$ cat src/rtl/dmem_arbiter.sv
`default_nettype none
// ============================================================================
//  Module   : dmem_arbiter
//  Purpose  : Round-robin arbiter that shares the 64-bit data memory between
//             the core and the loader/debug port. Each access runs as a
//             grant / memory drive / read wait / completion sequence, with
//             one transaction outstanding at a time.
//  Revision : 1.0 - initial release
// ============================================================================
module dmem_arbiter #(
   parameter int unsigned RD_LAT = 1
) (
   input  logic        CLK,
   input  logic        RESET,
   // core port
   input  logic        C_REQ,
   input  logic        C_WR,
   input  logic [63:0] C_ADDR,
   input  logic [63:0] C_WDATA,
   output logic        C_GNT,
   output logic        C_DONE,
   output logic [63:0] C_RDATA,
   // loader / debug port
   input  logic        L_REQ,
   input  logic        L_WR,
   input  logic [63:0] L_ADDR,
   input  logic [63:0] L_WDATA,
   output logic        L_GNT,
   output logic        L_DONE,
   output logic [63:0] L_RDATA,
   // memory side
   output logic [63:0] MEM_ADDR,
   output logic [63:0] MEM_WDATA,
   output logic        MEM_WR,
   input  logic [63:0] MEM_RDATA,
   output logic        BUSY
);

   typedef enum logic [1:0] {
      S_IDLE   = 2'd0,
      S_ACCESS = 2'd1,
      S_WAIT   = 2'd2,
      S_DONE   = 2'd3
   } state_t;

   localparam logic       c_core     = 1'b0;
   localparam logic       c_loader   = 1'b1;
   localparam logic [3:0] c_cnt_init = 4'(RD_LAT - 1);

   state_t      r_state;
   state_t      w_next_state;
   logic        r_owner;
   logic        r_last;
   logic        r_op_wr;
   logic [3:0]  r_cnt;
   logic [63:0] r_mem_addr;
   logic [63:0] r_mem_wdata;
   logic [63:0] r_c_rdata;
   logic [63:0] r_l_rdata;
   logic        w_c_gnt;
   logic        w_l_gnt;
   logic        w_capture;

   // State register; reset aborts any transaction in flight.
   always_ff @(posedge CLK or negedge RESET) begin
      if (!RESET) r_state <= S_IDLE;
      else        r_state <= w_next_state;
   end

   // Next state, grants and read-capture strobe. On a tie the port that was
   // not served last wins; the counter holds the remaining wait cycles and
   // the read data is taken on the edge where it would reach zero.
   always_comb begin
      w_next_state = r_state;
      w_c_gnt      = 1'b0;
      w_l_gnt      = 1'b0;
      w_capture    = 1'b0;
      case (r_state)
         S_IDLE: begin
            if (C_REQ && (!L_REQ || (r_last == c_loader))) w_c_gnt = 1'b1;
            else if (L_REQ)                                w_l_gnt = 1'b1;
            if (w_c_gnt || w_l_gnt) w_next_state = S_ACCESS;
         end
         S_ACCESS: begin
            if (r_op_wr) begin
               w_next_state = S_DONE;
            end else if (RD_LAT == 1) begin
               w_capture    = 1'b1;
               w_next_state = S_DONE;
            end else begin
               w_next_state = S_WAIT;
            end
         end
         S_WAIT: begin
            if (r_cnt == 4'd1) begin
               w_capture    = 1'b1;
               w_next_state = S_DONE;
            end
         end
         S_DONE:  w_next_state = S_IDLE;
         default: w_next_state = S_IDLE;
      endcase
   end

   // Latch the accepted request; address and data hold until the next accept.
   always_ff @(posedge CLK or negedge RESET) begin
      if (!RESET) begin
         r_mem_addr  <= '0;
         r_mem_wdata <= '0;
         r_op_wr     <= 1'b0;
         r_owner     <= c_core;
         r_last      <= c_loader;
      end else if (w_c_gnt || w_l_gnt) begin
         r_mem_addr  <= w_c_gnt ? C_ADDR  : L_ADDR;
         r_mem_wdata <= w_c_gnt ? C_WDATA : L_WDATA;
         r_op_wr     <= w_c_gnt ? C_WR    : L_WR;
         r_owner     <= w_c_gnt ? c_core  : c_loader;
         r_last      <= w_c_gnt ? c_core  : c_loader;
      end
   end

   // Read latency counter: loaded in ACCESS, counted down in WAIT.
   always_ff @(posedge CLK or negedge RESET) begin
      if (!RESET)                  r_cnt <= '0;
      else if (r_state == S_ACCESS) r_cnt <= c_cnt_init;
      else if (r_state == S_WAIT)   r_cnt <= r_cnt - 4'd1;
   end

   // Deliver read data only to the transaction owner.
   always_ff @(posedge CLK or negedge RESET) begin
      if (!RESET) begin
         r_c_rdata <= '0;
         r_l_rdata <= '0;
      end else if (w_capture) begin
         if (r_owner == c_core) r_c_rdata <= MEM_RDATA;
         else                   r_l_rdata <= MEM_RDATA;
      end
   end

   assign C_GNT     = w_c_gnt;
   assign L_GNT     = w_l_gnt;
   assign C_DONE    = (r_state == S_DONE) && (r_owner == c_core);
   assign L_DONE    = (r_state == S_DONE) && (r_owner == c_loader);
   assign C_RDATA   = r_c_rdata;
   assign L_RDATA   = r_l_rdata;
   assign MEM_ADDR  = r_mem_addr;
   assign MEM_WDATA = r_mem_wdata;
   assign MEM_WR    = (r_state == S_ACCESS) && r_op_wr;
   assign BUSY      = (r_state != S_IDLE);

endmodule
`default_nettype wire

$ cat config.mk
export PLATFORM = sky130hd
export DESIGN_NAME = dmem_arbiter
export DESIGN_NICKNAME = d
export VERILOG_FILES = /design/src/rtl/dmem_arbiter.sv
export SDC_FILE = /design/constraint.sdc
export NUM_CORES = 1
export LEC_CHECK = 0
export CORE_AREA = 2 2 227 229
export DETAILED_ROUTE_END_ITERATION = 8
export DIE_AREA = 0 0 229 231
export PLACE_DENSITY = 0.51
export SLEW_MARGIN = 30
export SYNTH_ARGS = -nofsm -noshare
export SYNTH_HDL_FRONTEND = slang
export SYNTH_SLANG_ARGS = --single-unit
$ cat constraint.sdc
create_clock -name CLK -period 4.6 [get_ports CLK]
set_input_delay 0.69 -clock CLK [delete_from_list [all_inputs] [get_ports CLK]]
set_output_delay 0.69 -clock CLK [all_outputs]
set_load 0.01 [all_outputs]
==> summary.md, run 1 <==
| Metric | Value |
|---|---|
| Final period util | 74.56% |
| CP Class | register to primary output |
| Overall power | 13.33 mW |
| R2R Path Start | r_state[0]$_DFFE_PN0P_ |
| Core footprint | 50,680 um2 |
| F_max | 291.6 MHz |
| First-pass GRT wire length | 74.05 mm |
| Top cells by area, synth | dfrtp_1 (53%), o2111ai_1 (9.1%), mux2_4 (7.3%), a31oi_1 (6.5%), mux2_2 (6.3%) |
| Leakage Power | 7.648 nW |
| Sequential-to-total area share from yosys stat | 53.52% |
| Iter 0 DRT Violations | 592 |
| Die X | 229 um |
| CP startpoint | r_state[0]$_DFFE_PN0P_ |
| Initial Utilization | 24.45% |
| Share of the synthesized area in the top cell type | 53.31% |
| Critical Path Fanout Max | 42 |
| Port Buf Inserts | 587 |
| Crit path required time | 3910 ps |
| Final Hold Viols | 0 |
| Final Core Density | 39.14% |
| Final hold slack | 150.6 ps |
| Fin crit period | 3430 ps |
| Routed WL | 49.73 mm |
| Post-Synthesis Net Count | 1,418 |
| Worst setup SP type | register |
| HP Class | input pin to asynchronous set/reset pin |
| GPL Wtd Cong | 0.8274 |
| Area delta synth->final | 60.09% |
| Std-Cell Rows | 83 |
| Largest net degree at the start of global routing | 129 |
| CTS resizes | 0 |
| Yosys cell types | 34 |
| #FFs+latches synth | 265 |
| TritonCTS Buffers | 34 |
| Syn. warnings | 0 |
| Power density cells | 671.9 nW/um2 |
| Max Cap Violations | 0 |
| RSZ-0062 raised after global routing | false |
| Final Max Slew Viols | 0 |
| Die area | 52,900 um2 |
| DRT Pass-1 Iters | 7 |
| Wire length per cell | 21.57 um |
| Hold Buf Count CTS | 0 |
| Clk Latency, worst-skew pair | 530 ps |
| ANT nets after route | 0 |
| Final HPWL DP | 34.73 mm |
| Placed cell areas | 18,670 um2 |
| Clock Pin Slew Worst Setup and Hold Paths | 60 ps |
| Synthesized instance count | 1,086 |
| Post-Synthesis Cell Area | 12,390 um2 |
| Post-Syn Area per Cell | 11.41 um2 |
| # H-tree levels | 2 |
| TritonCTS clock tree | built |
| Layout cell share with drive strength beyond 1 | 13.33% |
| Height of the die | 231 um |
| Final setup TNS | 0 ps |
| Worst Setup End Kind | primary output |
| Nets | 1,931 |
| Detailed-route via count | 11,280 |
| Clk_skew | 20.29 ps |
| CP max-delay cell | clkdlybuf4s50_1 |
| Vias in the first global route | 11,480 |
| Status | finished, final reports clean |
| Clk sinks | 265 |
| CP max stage delay | 570 ps |
| Peak supply drop | 0.0002601 V |
| Clock root buffer | clkbuf_16 |
| Critical Path AT | 2740 ps |
| Area leader, netlist | dfrtp_1 |
| Crit-path cells | inv_1 > ha_4 > nand2_4 > nor2_1 > clkdlybuf4s50_1 |
| Antenna violations before repair | 10 |
| Max Buffers Root-to-Sink | 3 |
| Relative slew slack | 35.48% |
| Io pins | 588 |
| Worst slew pin tran | 967.7 ps |
| Residual DRC | 0 |
| Vias per Instance | 4.893 |
| Setup-failing EPs final | 0 |
| Post-CTS Setup Repair Bufs | 0 |
| Total GRT Usage | 18.04% |
| Remaining global-route overflow | 0 |
| Final standard cell area without fillers | 19,840 um2 |
worst max-delay path: cells and delay by family, from the launching register on:
kind / cells / cell delay [ps]
flops: 1 / 400
buf+inv: 2 / 720
fa+ha+maj: 1 / 410
simple gates: 2 / 650
final timing paths:
check                                            end  slack, ps  cells after the start
max                                            C_GNT       1170                      5
min                          L_RDATA[52]$_DFFE_PN0P_        150                      1
max reg2reg                 MEM_ADDR[56]$_DFFE_PN0P_       1890                      6
min reg2reg                  C_RDATA[22]$_DFFE_PN0P_        500                      1
max in group asynchronous  MEM_WDATA[45]$_DFFE_PN0P_       3380                      2
min in group CLK             C_RDATA[22]$_DFFE_PN0P_        500                      1
final cells by class:
class,instances,area (um2)
multi-input combinational,684,5095
tap,680,850.8
clock inverter,11,130.1
timing repair buffer,607,6086
antenna,4,10.01
clock buffer,47,1001
inverter,7,28.78
sequential,265,6636
fill,5040,30840
flip-flops by register name, indices dropped and copies added (netlist names):
name and cells:
C_RDATA 64, L_RDATA 64, MEM_ADDR 64, MEM_WDATA 64
r_cnt 4, r_last 1, r_op_wr 1, r_owner 1
r_state 2
through the flow:
stage	cells	setup slack (ps)
6_report	2305	1170
2_1_floorplan	1086	2435
3_3_place_gp	2242	1497
5_1_grt	2305	1011
4_1_cts	2300	1112
3_5_place_dp	2242	1480
cell usage after synthesis, drive strengths merged:
cell type	n
dfrtp	264
and2b	1
a31oi	129
and2	2
nand2	3
o21ai	131
o21a	2
a22oi	1
buf	29
nor3	1
dfstp	1
nand4bb	1
a211oi	1
a21oi	2
o22a	1
nor2b	1
o2111ai	129
a22o	1
a21o	1
nor2	134
mux2	129
o22ai	1
or3b	1
mux2i	2
nand2b	3
nand3b	1
ha	6
inv	7
clkbuf	101
metal layers:
layer  track usage [%]  share of wire [%]  vias to the layer above
met4             6.575                3.1                       12
li1                  -                  -                     5151
met1             22.21                 42                     5551
met2             29.05                 47                      473
met3             6.472                8.5                       92
met5                 0               0.17                        -
cells in the final DEF, fill, tap and decap left out, drive strengths merged:
| cell | n |
|---|---|
| dfstp | 1 |
| dfrtp | 264 |
| clkbuf | 47 |
| o21ai | 131 |
| o22ai | 1 |
| o21a | 2 |
| a31oi | 129 |
| ha | 6 |
| inv | 7 |
| nor2b | 1 |
| clkinv | 8 |
| a22oi | 1 |
| o2111ai | 129 |
| diode | 4 |
| clkdlybuf4s50 | 585 |
| nor2 | 134 |
| nand2b | 3 |
| mux2i | 2 |
| nor3 | 1 |
| o22a | 1 |
| and2b | 1 |
| clkinvlp | 1 |
| mux2 | 129 |
| nand2 | 3 |
| a22o | 1 |
| or3b | 1 |
| a211oi | 1 |
| nand3b | 1 |
| a21oi | 2 |
| bufinv | 2 |
| and2 | 2 |
| a21o | 1 |
| nand4bb | 1 |
| buf | 22 |
cells by family (layout without fill, tap and decap cells):
kind of cell | after synthesis | after routing | share of synthesized area, %
flops | 265 | 265 | 53.52
simple gates | 148 | 148 | 4.907
fa+ha+maj | 6 | 6 | 0.6058
other cells | 0 | 4 | 0
mux | 131 | 131 | 13.70
compound gates | 399 | 399 | 21.61
buf+inv | 137 | 672 | 5.654
where the power goes:
| group | total (mW) | leakage [nW] | switching, mW | internal (mW) |
|---|---|---|---|---|
| clock | 2.69 | 0.559 | 1.05 | 1.63 |
| sequential | 4.28 | 3.05 | 0.756 | 3.53 |
| combinational | 6.36 | 4.04 | 2.87 | 3.49 |
Power figures use the tool's default switching activity.
==> inputs of run 2 (changes only) <==
Settings changed: CORE_AREA 2 2 227 229 to 2 2 228 230, DIE_AREA 0 0 229 231 to 0 0 230 232, PLACE_DENSITY 0.51 to 0.5.
Clock period 4.6 ns to 3.3 ns, I/O delays scaled along.
==> summary.md, run 2 (synthesized netlist as in run 1, its figures left out) <==
| Metric | Value |
|---|---|
| Fin crit period | 2763 ps |
| Pint | 11.91 mW |
| Die area | 53,360 um2 |
| Worst r2r dst | MEM_WDATA[42]$_DFFE_PN0P_ |
| TritonCTS clock tree | built |
| Peak supply drop | 0.0003925 V |
| Gr busiest metal | met2 |
| Crit path required time | 2800 ps |
| First-pass GRT wire length | 76.56 mm |
| DRT Pass-1 Iters | 7 |
| Sequential Power Share | 31.5% |
| Final Max Slew Viols | 0 |
| Residual DRC | 0 |
| Std-Cell Rows | 83 |
| Clock Pin Slew Worst Setup and Hold Paths | 60 ps |
| Met2 usage | 31.57% |
| Final setup TNS | 0 ps |
| Die X | 230 um |
| Leakage Power | 7.646 nW |
| Clock root buffer | clkbuf_16 |
| Most common cell after layout, fill and taps aside | clkdlybuf4s50_1 |
| FF/Latch Area | 6636 um2 |
| Met3 Track Usage GR | 6.667% |
| Clk_skew | 17.63 ps |
| Vias in the first global route | 11,680 |
| # H-tree levels | 2 |
| Most frequent cells in the layout | clkdlybuf4s50_1 (585), dfrtp_1 (264), nor2_1 (134), o21ai_0 (131) |
| Wire length per cell | 22.28 um |
| Setup WS post-layout | 537.2 ps |
| Final period util | 83.72% |
| Vias per Instance | 4.911 |
| Antenna violations before repair | 7 |
| Worst slew pin tran | 952.6 ps |
| HP Class | input pin to register |
| CP startpoint | r_state[0]$_DFFE_PN0P_ |
| Critical path capture point | L_GNT |
| Multi-input logic area | 5095 um2 |
| Routed WL | 51.44 mm |
| Max Buffers Root-to-Sink | 3 |
| Flop-to-flop setup slack | 690 ps |
| Worst Setup End Kind | primary output |
| Layout cell share with drive strength beyond 1 | 12.98% |
| Worst Setup Slack post-DPL | 609.4 ps |
| Core footprint | 50,890 um2 |
| Final Hold Viols | 0 |
| Detailed-route via count | 11,340 |
| Net Sw Frac | 35.79% |
| Critical Path AT | 2270 ps |
| Port Buf Inserts | 587 |
| Initial Utilization | 24.35% |
| Clk sinks | 265 |
| GPL Wtd Cong | 0.7899 |
| Height of the die | 232 um |
| Area delta synth->final | 60.26% |
| ANT nets after route | 0 |
| Iter 0 DRT Violations | 543 |
| Clock Power Share | 19.4% |
| Clk Latency, worst-skew pair | 540 ps |
| Sw power | 6.637 mW |
| R2R Path Start | r_state[0]$_DFFE_PN0P_ |
| Max Cap Violations | 0 |
| RSZ-0062 raised after global routing | false |
| Comb power frac | 49.2% |
| Worst setup SP type | register |
| Final HPWL DP | 35.70 mm |
| Relative slew slack | 36.49% |
| Total GRT Usage | 18.62% |
| CP Class | register to primary output |
| F_max | 361.9 MHz |
| CTS resizes | 0 |
| Setup-failing EPs final | 0 |
| Power density cells | 933.9 nW/um2 |
| Io pins | 588 |
| Nets | 1,935 |
| Fillers | 4,977 |
| R2R depth | 7 |
| Met1 Usage GRT | 22.32% |
| Largest net degree at the start of global routing | 131 |
| TritonCTS Buffers | 35 |
| Status | finished, final reports clean |
| Critical Path Fanout Max | 4 |
| Remaining global-route overflow | 0 |
==> run 2: worst min path at each step <==
stage | startpoint | end | slack, ps | cells after the start
2_1_floorplan | RESET | C_RDATA[0]$_DFFE_PN0P_ | 200 | 0
3_3_place_gp | RESET | L_RDATA[20]$_DFFE_PN0P_ | 470 | 1
3_5_place_dp | RESET | L_RDATA[20]$_DFFE_PN0P_ | 460 | 1
4_1_cts | C_REQ | MEM_ADDR[36]$_DFFE_PN0P_ | 340 | 3
5_1_grt | C_REQ | MEM_ADDR[25]$_DFFE_PN0P_ | 390 | 3
6_report | C_REQ | MEM_ADDR[25]$_DFFE_PN0P_ | 390 | 3
==> run 2: critical path: stages, from the launching register on <==
cell and delay (ps):
dfrtp_1 390, inv_1 140, ha_4 180, inv_1 50
a211oi_1 290, clkdlybuf4s50_1 660
==> run 2: what timing repair did <==
| item | 4_1_cts | 5_1_grt |
|---|---|---|
| endpoints found under the hold margin | 54 | 0 |
| setup buffers | 0 | 0 |
| hold buffers | 1 | 0 |
==> run 2: stage by stage <==
stage          cell area [um2]  std cells  hold slack, ps  util [%]  total power [mW]
6_report                 19860       2309           392.7     39.03             18.55
5_1_grt                  19850       2306           389.2     39.01             19.64
4_1_cts                  19850       2305           344.1     39.01             18.80
3_5_place_dp             18790       2245           461.3     36.93             15.08
3_3_place_gp             18790       2245           471.6     36.93             14.98
2_1_floorplan            12390       1086           199.4         -             10.07
==> run 2: cell type report <==
type	instances	area share, %
repair buffers	610	31.17
flip-flops and latches	265	33.42
clock buffers	52	4.984
inverters	7	0.1449
diodes	4	0.05040
well taps	680	4.284
multi-input cells	684	25.66
clock inverters	7	0.2898
==> run 2: power by group through the flow <==
stage / clock [mW] / combinational, mW / sequential, mW
2_1_floorplan: 0 / 3.57 / 6.50
3_3_place_gp: 0 / 9.16 / 5.82
3_5_place_dp: 0 / 9.19 / 5.88
4_1_cts: 3.73 / 9.22 / 5.85
5_1_grt: 3.84 / 9.76 / 6.05
6_report: 3.59 / 9.12 / 5.84
==> run 2: layer usage <==
| metal | wire [um] | vias to the layer above |
|---|---|---|
| li1 | - | 5157 |
| met4 | 1022 | 4 |
| met2 | 24910 | 484 |
| met3 | 4754 | 63 |
| met5 | 24 | - |
| met1 | 20730 | 5632 |
